`src/rtl/arb_pkg.sv`:
```
// Shared types and helpers for the round-robin grant arbiter.
package arb_pkg;

    typedef enum logic {
        IDLE  = 1'b0,
        GRANT = 1'b1
    } state_t;

    function automatic int unsigned clog2(input int unsigned value);
        int unsigned result;
        result = 0;
        for (int unsigned i = 0; i < 32; i++) begin
            if ((64'd1 << i) < 64'(value)) begin
                result = i + 1;
            end
        end
        return result;
    endfunction

endpackage

```
`src/rtl/rr_pick.sv`:
```
// Rotating priority encoder: first set request at or above ptr, wrapping modulo N.
module rr_pick import arb_pkg::*; #(
    parameter int unsigned N = 4
) (
    input  logic [N-1:0]          req,
    input  logic [clog2(N)-1:0]   ptr,
    output logic                  any,
    output logic [clog2(N)-1:0]   winner
);

    localparam int unsigned IW = clog2(N);

    int unsigned idx;

    always_comb begin
        any    = 1'b0;
        winner = '0;
        idx    = 0;
        for (int unsigned i = 0; i < N; i++) begin
            idx = (32'(ptr) + i) % N;
            if (!any && req[idx]) begin
                any    = 1'b1;
                winner = IW'(idx);
            end
        end
    end

endmodule

```
`src/rtl/rr_grant_arbiter.sv`:
```
// Round-robin arbiter with bounded tenure: one registered one-hot grant,
// priority rotates after each grant, holder pre-empted after MAX_HOLD cycles.
module rr_grant_arbiter import arb_pkg::*; #(
    parameter int unsigned N        = 4,
    parameter int unsigned MAX_HOLD = 8
) (
    input  logic                  clk,
    input  logic                  rst,
    input  logic [N-1:0]          i_request,
    output logic [N-1:0]          o_grant,
    output logic [clog2(N)-1:0]   o_grant_id,
    output logic                  o_busy,
    output logic                  o_preempt
);

    localparam int unsigned IW = clog2(N);
    localparam int unsigned CW = clog2(MAX_HOLD + 1);

    state_t          state;
    logic [IW-1:0]   ptr;
    logic [CW-1:0]   cnt;
    logic            pick_any;
    logic [IW-1:0]   pick_winner;
    logic            holder_req;
    logic            others_req;

    rr_pick #(.N(N)) u_pick (
        .req    (i_request),
        .ptr    (ptr),
        .any    (pick_any),
        .winner (pick_winner)
    );

    assign holder_req = |(i_request & o_grant);
    assign others_req = |(i_request & ~o_grant);

    always_ff @(posedge clk or posedge rst) begin
        if (rst) begin
            state      <= IDLE;
            ptr        <= '0;
            cnt        <= '0;
            o_grant    <= '0;
            o_grant_id <= '0;
            o_busy     <= 1'b0;
            o_preempt  <= 1'b0;
        end else begin
            o_preempt <= 1'b0;
            case (state)
                IDLE: begin
                    if (pick_any) begin
                        state      <= GRANT;
                        o_grant    <= {{(N-1){1'b0}}, 1'b1} << pick_winner;
                        o_grant_id <= pick_winner;
                        o_busy     <= 1'b1;
                        cnt        <= CW'(1);
                        ptr        <= (pick_winner == IW'(N - 1)) ? '0 : pick_winner + IW'(1);
                    end else begin
                        o_grant    <= '0;
                        o_grant_id <= '0;
                        o_busy     <= 1'b0;
                        cnt        <= '0;
                    end
                end
                GRANT: begin
                    if (!holder_req) begin
                        state      <= IDLE;
                        o_grant    <= '0;
                        o_grant_id <= '0;
                        o_busy     <= 1'b0;
                        cnt        <= '0;
                    end else if (cnt < CW'(MAX_HOLD)) begin
                        cnt <= cnt + CW'(1);
                    end else if (others_req) begin
                        state      <= IDLE;
                        o_grant    <= '0;
                        o_grant_id <= '0;
                        o_busy     <= 1'b0;
                        o_preempt  <= 1'b1;
                        cnt        <= '0;
                    end else begin
                        // Uncontested holder simply starts a fresh tenure.
                        cnt <= CW'(1);
                    end
                end
                default: state <= IDLE;
            endcase
        end
    end

endmodule

```
`config.mk`:
```
export PLATFORM = sky130hd
export DESIGN_NAME = rr_grant_arbiter
export DESIGN_NICKNAME = d
export VERILOG_FILES = /design/src/rtl/arb_pkg.sv /design/src/rtl/rr_pick.sv /design/src/rtl/rr_grant_arbiter.sv
export SDC_FILE = /design/constraint.sdc
export NUM_CORES = 1
export LEC_CHECK = 0
export CAP_MARGIN = 20
export CORE_MARGIN = 4
export CORE_UTILIZATION = 59
export DETAILED_ROUTE_END_ITERATION = 7
export DONT_BUFFER_PORTS = 1
export PLACE_DENSITY = 0.84
export SYNTH_ARGS = -nofsm -noshare
export SYNTH_HDL_FRONTEND = slang
export SYNTH_SLANG_ARGS = --single-unit
export TNS_END_PERCENT = 1
```
`constraint.sdc`:
```
create_clock -name clk -period 1.9 [get_ports clk]
set_input_delay 0.38 -clock clk [delete_from_list [all_inputs] [get_ports clk]]
set_output_delay 0.38 -clock clk [all_outputs]
set_load 0.01 [all_outputs]
```
==> metrics.md <==
| Metric | Value |
|---|---|
| RSZ-0062 raised after global routing | no |
| TritonCTS buffer count | 3 |
| Post-Route Skew | roughly 0.0034 ns |
| CP arrival | a little under 2 ns |
| Compound-Gate Fraction of Synth Area | 0.242 |
| Vias in the first global route | ~540 |
| Async S/R FF share, synth | 1.00 |
| Crit path kind | reg -> reg |
| Netlist cell types | 32 |
| Die X | 44.8 microns |
| Synth Area in Simple Gates | 0.140 |
| Tot GR Track Use | 0.167 |
| Proportion of synthesized chip area in sequential cells | 0.471 |
| Worst EP required | ~2.1 ns |
| CP startpoint kind | flip-flop |
| Post_cts resized | 0 |
| Tightest Pin Transition | 0.578 ns |
| Max Cap Viol | 0 |
| Syn Std Cell Area | between 700 and 800 sq um |
| Final Max Tran Viols | 0 |
| DP Wirelength | 1.12 mm |
| Rel. slew slack | 0.614 |
| Commonest non-fill, non-tap cell in the layout | dfrtp_1 |
| Residual DRC | 0 |
| Peak VDD IR | about 0.85 mV |
| Share of cells above drive strength 1 | 0.171 |
| Fin crit period | roughly 1.8 ns |
| Post-synthesis xor/xnor area fraction | 0.0110 |
| Via count | ~530 |
| Placed inst area | between 800 and 900 sq um |
| HP Class | in -> async |
| Synth top area share | 0.471 |
| DRT Pass-1 Iters | 4 |
| Worst Setup Slack, final | around 0.13 ns |
| Synth Area per Inst | ~12 sq um |
| EDFF count, synth | 0 |
| Avg Vias per Cell | 6.29 |
| Seq cells post-synth | 15 |
| Die footprint | 2000 sq um |
| WL final | 1.50 mm |
| DP Worst Slack | 0.130 ns |
| First DRT Iteration DRCs | 15 |
| Crit path max fanout | 5 |
| Total Neg Setup Slack | 0 ns |
| First-pass GRT wire length | 2.42 mm |
| Post-route design area | around 830 sq um |
| Leak pwr | between 0.4 and 0.5 nW |
| Hold_buf cts | 0 |
| Root buffer cell | clkbuf_4 |
| Mux contribution to synthesized area | 0.0141 |
| WL/cell | 17.9 microns |
| Main synth FF type | dfrtp_1 |
| Commonest non-fill, non-tap cells in the layout | 15 x dfrtp_1, 6 x a22o_1, 5 x inv_1, 5 x ha_1, 4 x nor2b_1 |
| Synth area leaders | dfrtp_1 47%, ha_1 7.8%, a22o_1 6.6% |
| Area grow syn2layout | 4.40% |
| Clock sinks | 15 |
| Adder and majority gate portion of the synthesized area | 0.0785 |
| Worst Hold Slack | about 0.038 ns |
| I/O Buffers | 0 |
| Pwr Density | about 1500 nW/um^2 |
| Clk pin slew, worst setup/hold paths | roughly 0.09 ns |
| Post-Syn Instances | 67 |
| # rows | 12 |
| Final hold violation count | 0 |
| Initial Util | 0.672 |
| F_max | approximately 570 MHz |
| Yosys warning count | 0 |
| CP endpoint kind | flip-flop |
| Clock Path Buffers | 2 |
| Grt total ovfl | 0 |
| Chip Height | between 40 and 50 microns |
| Final nets | 82 |
| Core area | 1190 sq um |
| Status | finished clean |
| Final setup vio count | 0 |
| Post-CTS Setup Repair Bufs | 0 |
| Syn_nets | 78 |
| H-tree depth | 1 |
| FILL cells | 85 |
| Routability cong. | 0.750 |
| Largest net degree at the start of global routing | 16 |
| Initial antenna violation count | 0 |
| ANT cells | 0 |
| Worst skew pair latency | about 0.28 ns |
| Final Cycle Share | 0.929 |
| CTS tree | yes |
| Area leader, netlist | dfrtp_1 |
| Detail Route Antenna Nets | 0 |
| Largest family of logic cells by synthesized area | compound AO/OA/AOI/OAI gates |
| Io pins | 14 |
## metal layers
layer | routed length, microns | vias up | global-route usage
li1 | - | 247 | -
met1 | 670 | 247 | 0.219
met2 | 667 | 30 | 0.246
met3 | 139 | 4 | 0.0677
met4 | 25 | 0 | 0.0602
met5 | 0 | - | 0
## through the flow
stage / std cells / total power, mW / util
3_5_place_dp: 80 / 1.05 / 0.679
2_1_floorplan: 67 / 0.950 / -
5_1_grt: 84 / 1.32 / 0.701
4_1_cts: 84 / 1.23 / 0.701
6_report: 84 / 1.22 / 0.701
3_3_place_gp: 80 / 1.02 / 0.679
## state kept, by name (all words and copies together), names as in the netlist
| signal | cells |
|---|---|
| cnt | 4 |
| o_grant | 4 |
| o_grant_id | 2 |
| ptr | 2 |
| o_busy | 1 |
| o_preempt | 1 |
| state | 1 |
## cell type report
class | count | area (sq um) | share of cell area
Multi-Input combinational cell | 45 | 387 | 0.465
Sequential cell | 15 | 375 | 0.451
Clock buffer | 4 | 26.3 | 0.0316
Inverter | 5 | 18.8 | 0.0226
Tap cell | 14 | 17.5 | 0.0211
Timing Repair Buffer | 1 | 7.51 | 0.00902
## power by group
part	total [mW]	switching [mW]	internal (mW)
clock network	0.179	0.0972	0.0814
registers	0.595	0.159	0.436
logic	0.449	0.228	0.220
total	1.22	0.485	0.737
## cells in the mapped netlist, types with 2 or more instances
master,instances
dfrtp_1,15
a22o_1,6
ha_1,5
inv_1,5
nor2b_1,4
nor2_1,3
nor3_1,3
a21o_1,2
## worst paths after layout
kind                                      end                from  slack [ns]  cells after the start
setup / recovery           ptr[1]$_DFFE_PP0P_  ptr[0]$_DFFE_PP0P_        0.13                      6
hold / removal                state$_DFF_PP0_                 rst        0.04                      1
setup reg to reg           ptr[1]$_DFFE_PP0P_  ptr[0]$_DFFE_PP0P_        0.13                      6
hold reg to reg              cnt[3]$_DFF_PP0_    cnt[1]$_DFF_PP0_        0.54                      2
max in group asynchronous    cnt[0]$_DFF_PP0_                 rst        1.49                      1
min in group clk           ptr[0]$_DFFE_PP0P_        i_request[3]        0.43                      4
## critical path: stages, from the launching register on
cell and delay, ns:
dfrtp_1 0.44, nor2b_1 0.17, nor3_1 0.09, o22ai_1 0.24, inv_1 0.11, ha_1 0.30
mux2_1 0.30
## cells by family after synthesis
family | count (synthesis)
adders and majority gates | 5
muxes | 1
buffers and inverters | 7
and+or+nand+nor | 18
xor gates and xnor gates | 1
AOI/OAI and AO/OA | 20
DFF | 15
Power figures use the tool's default switching activity.
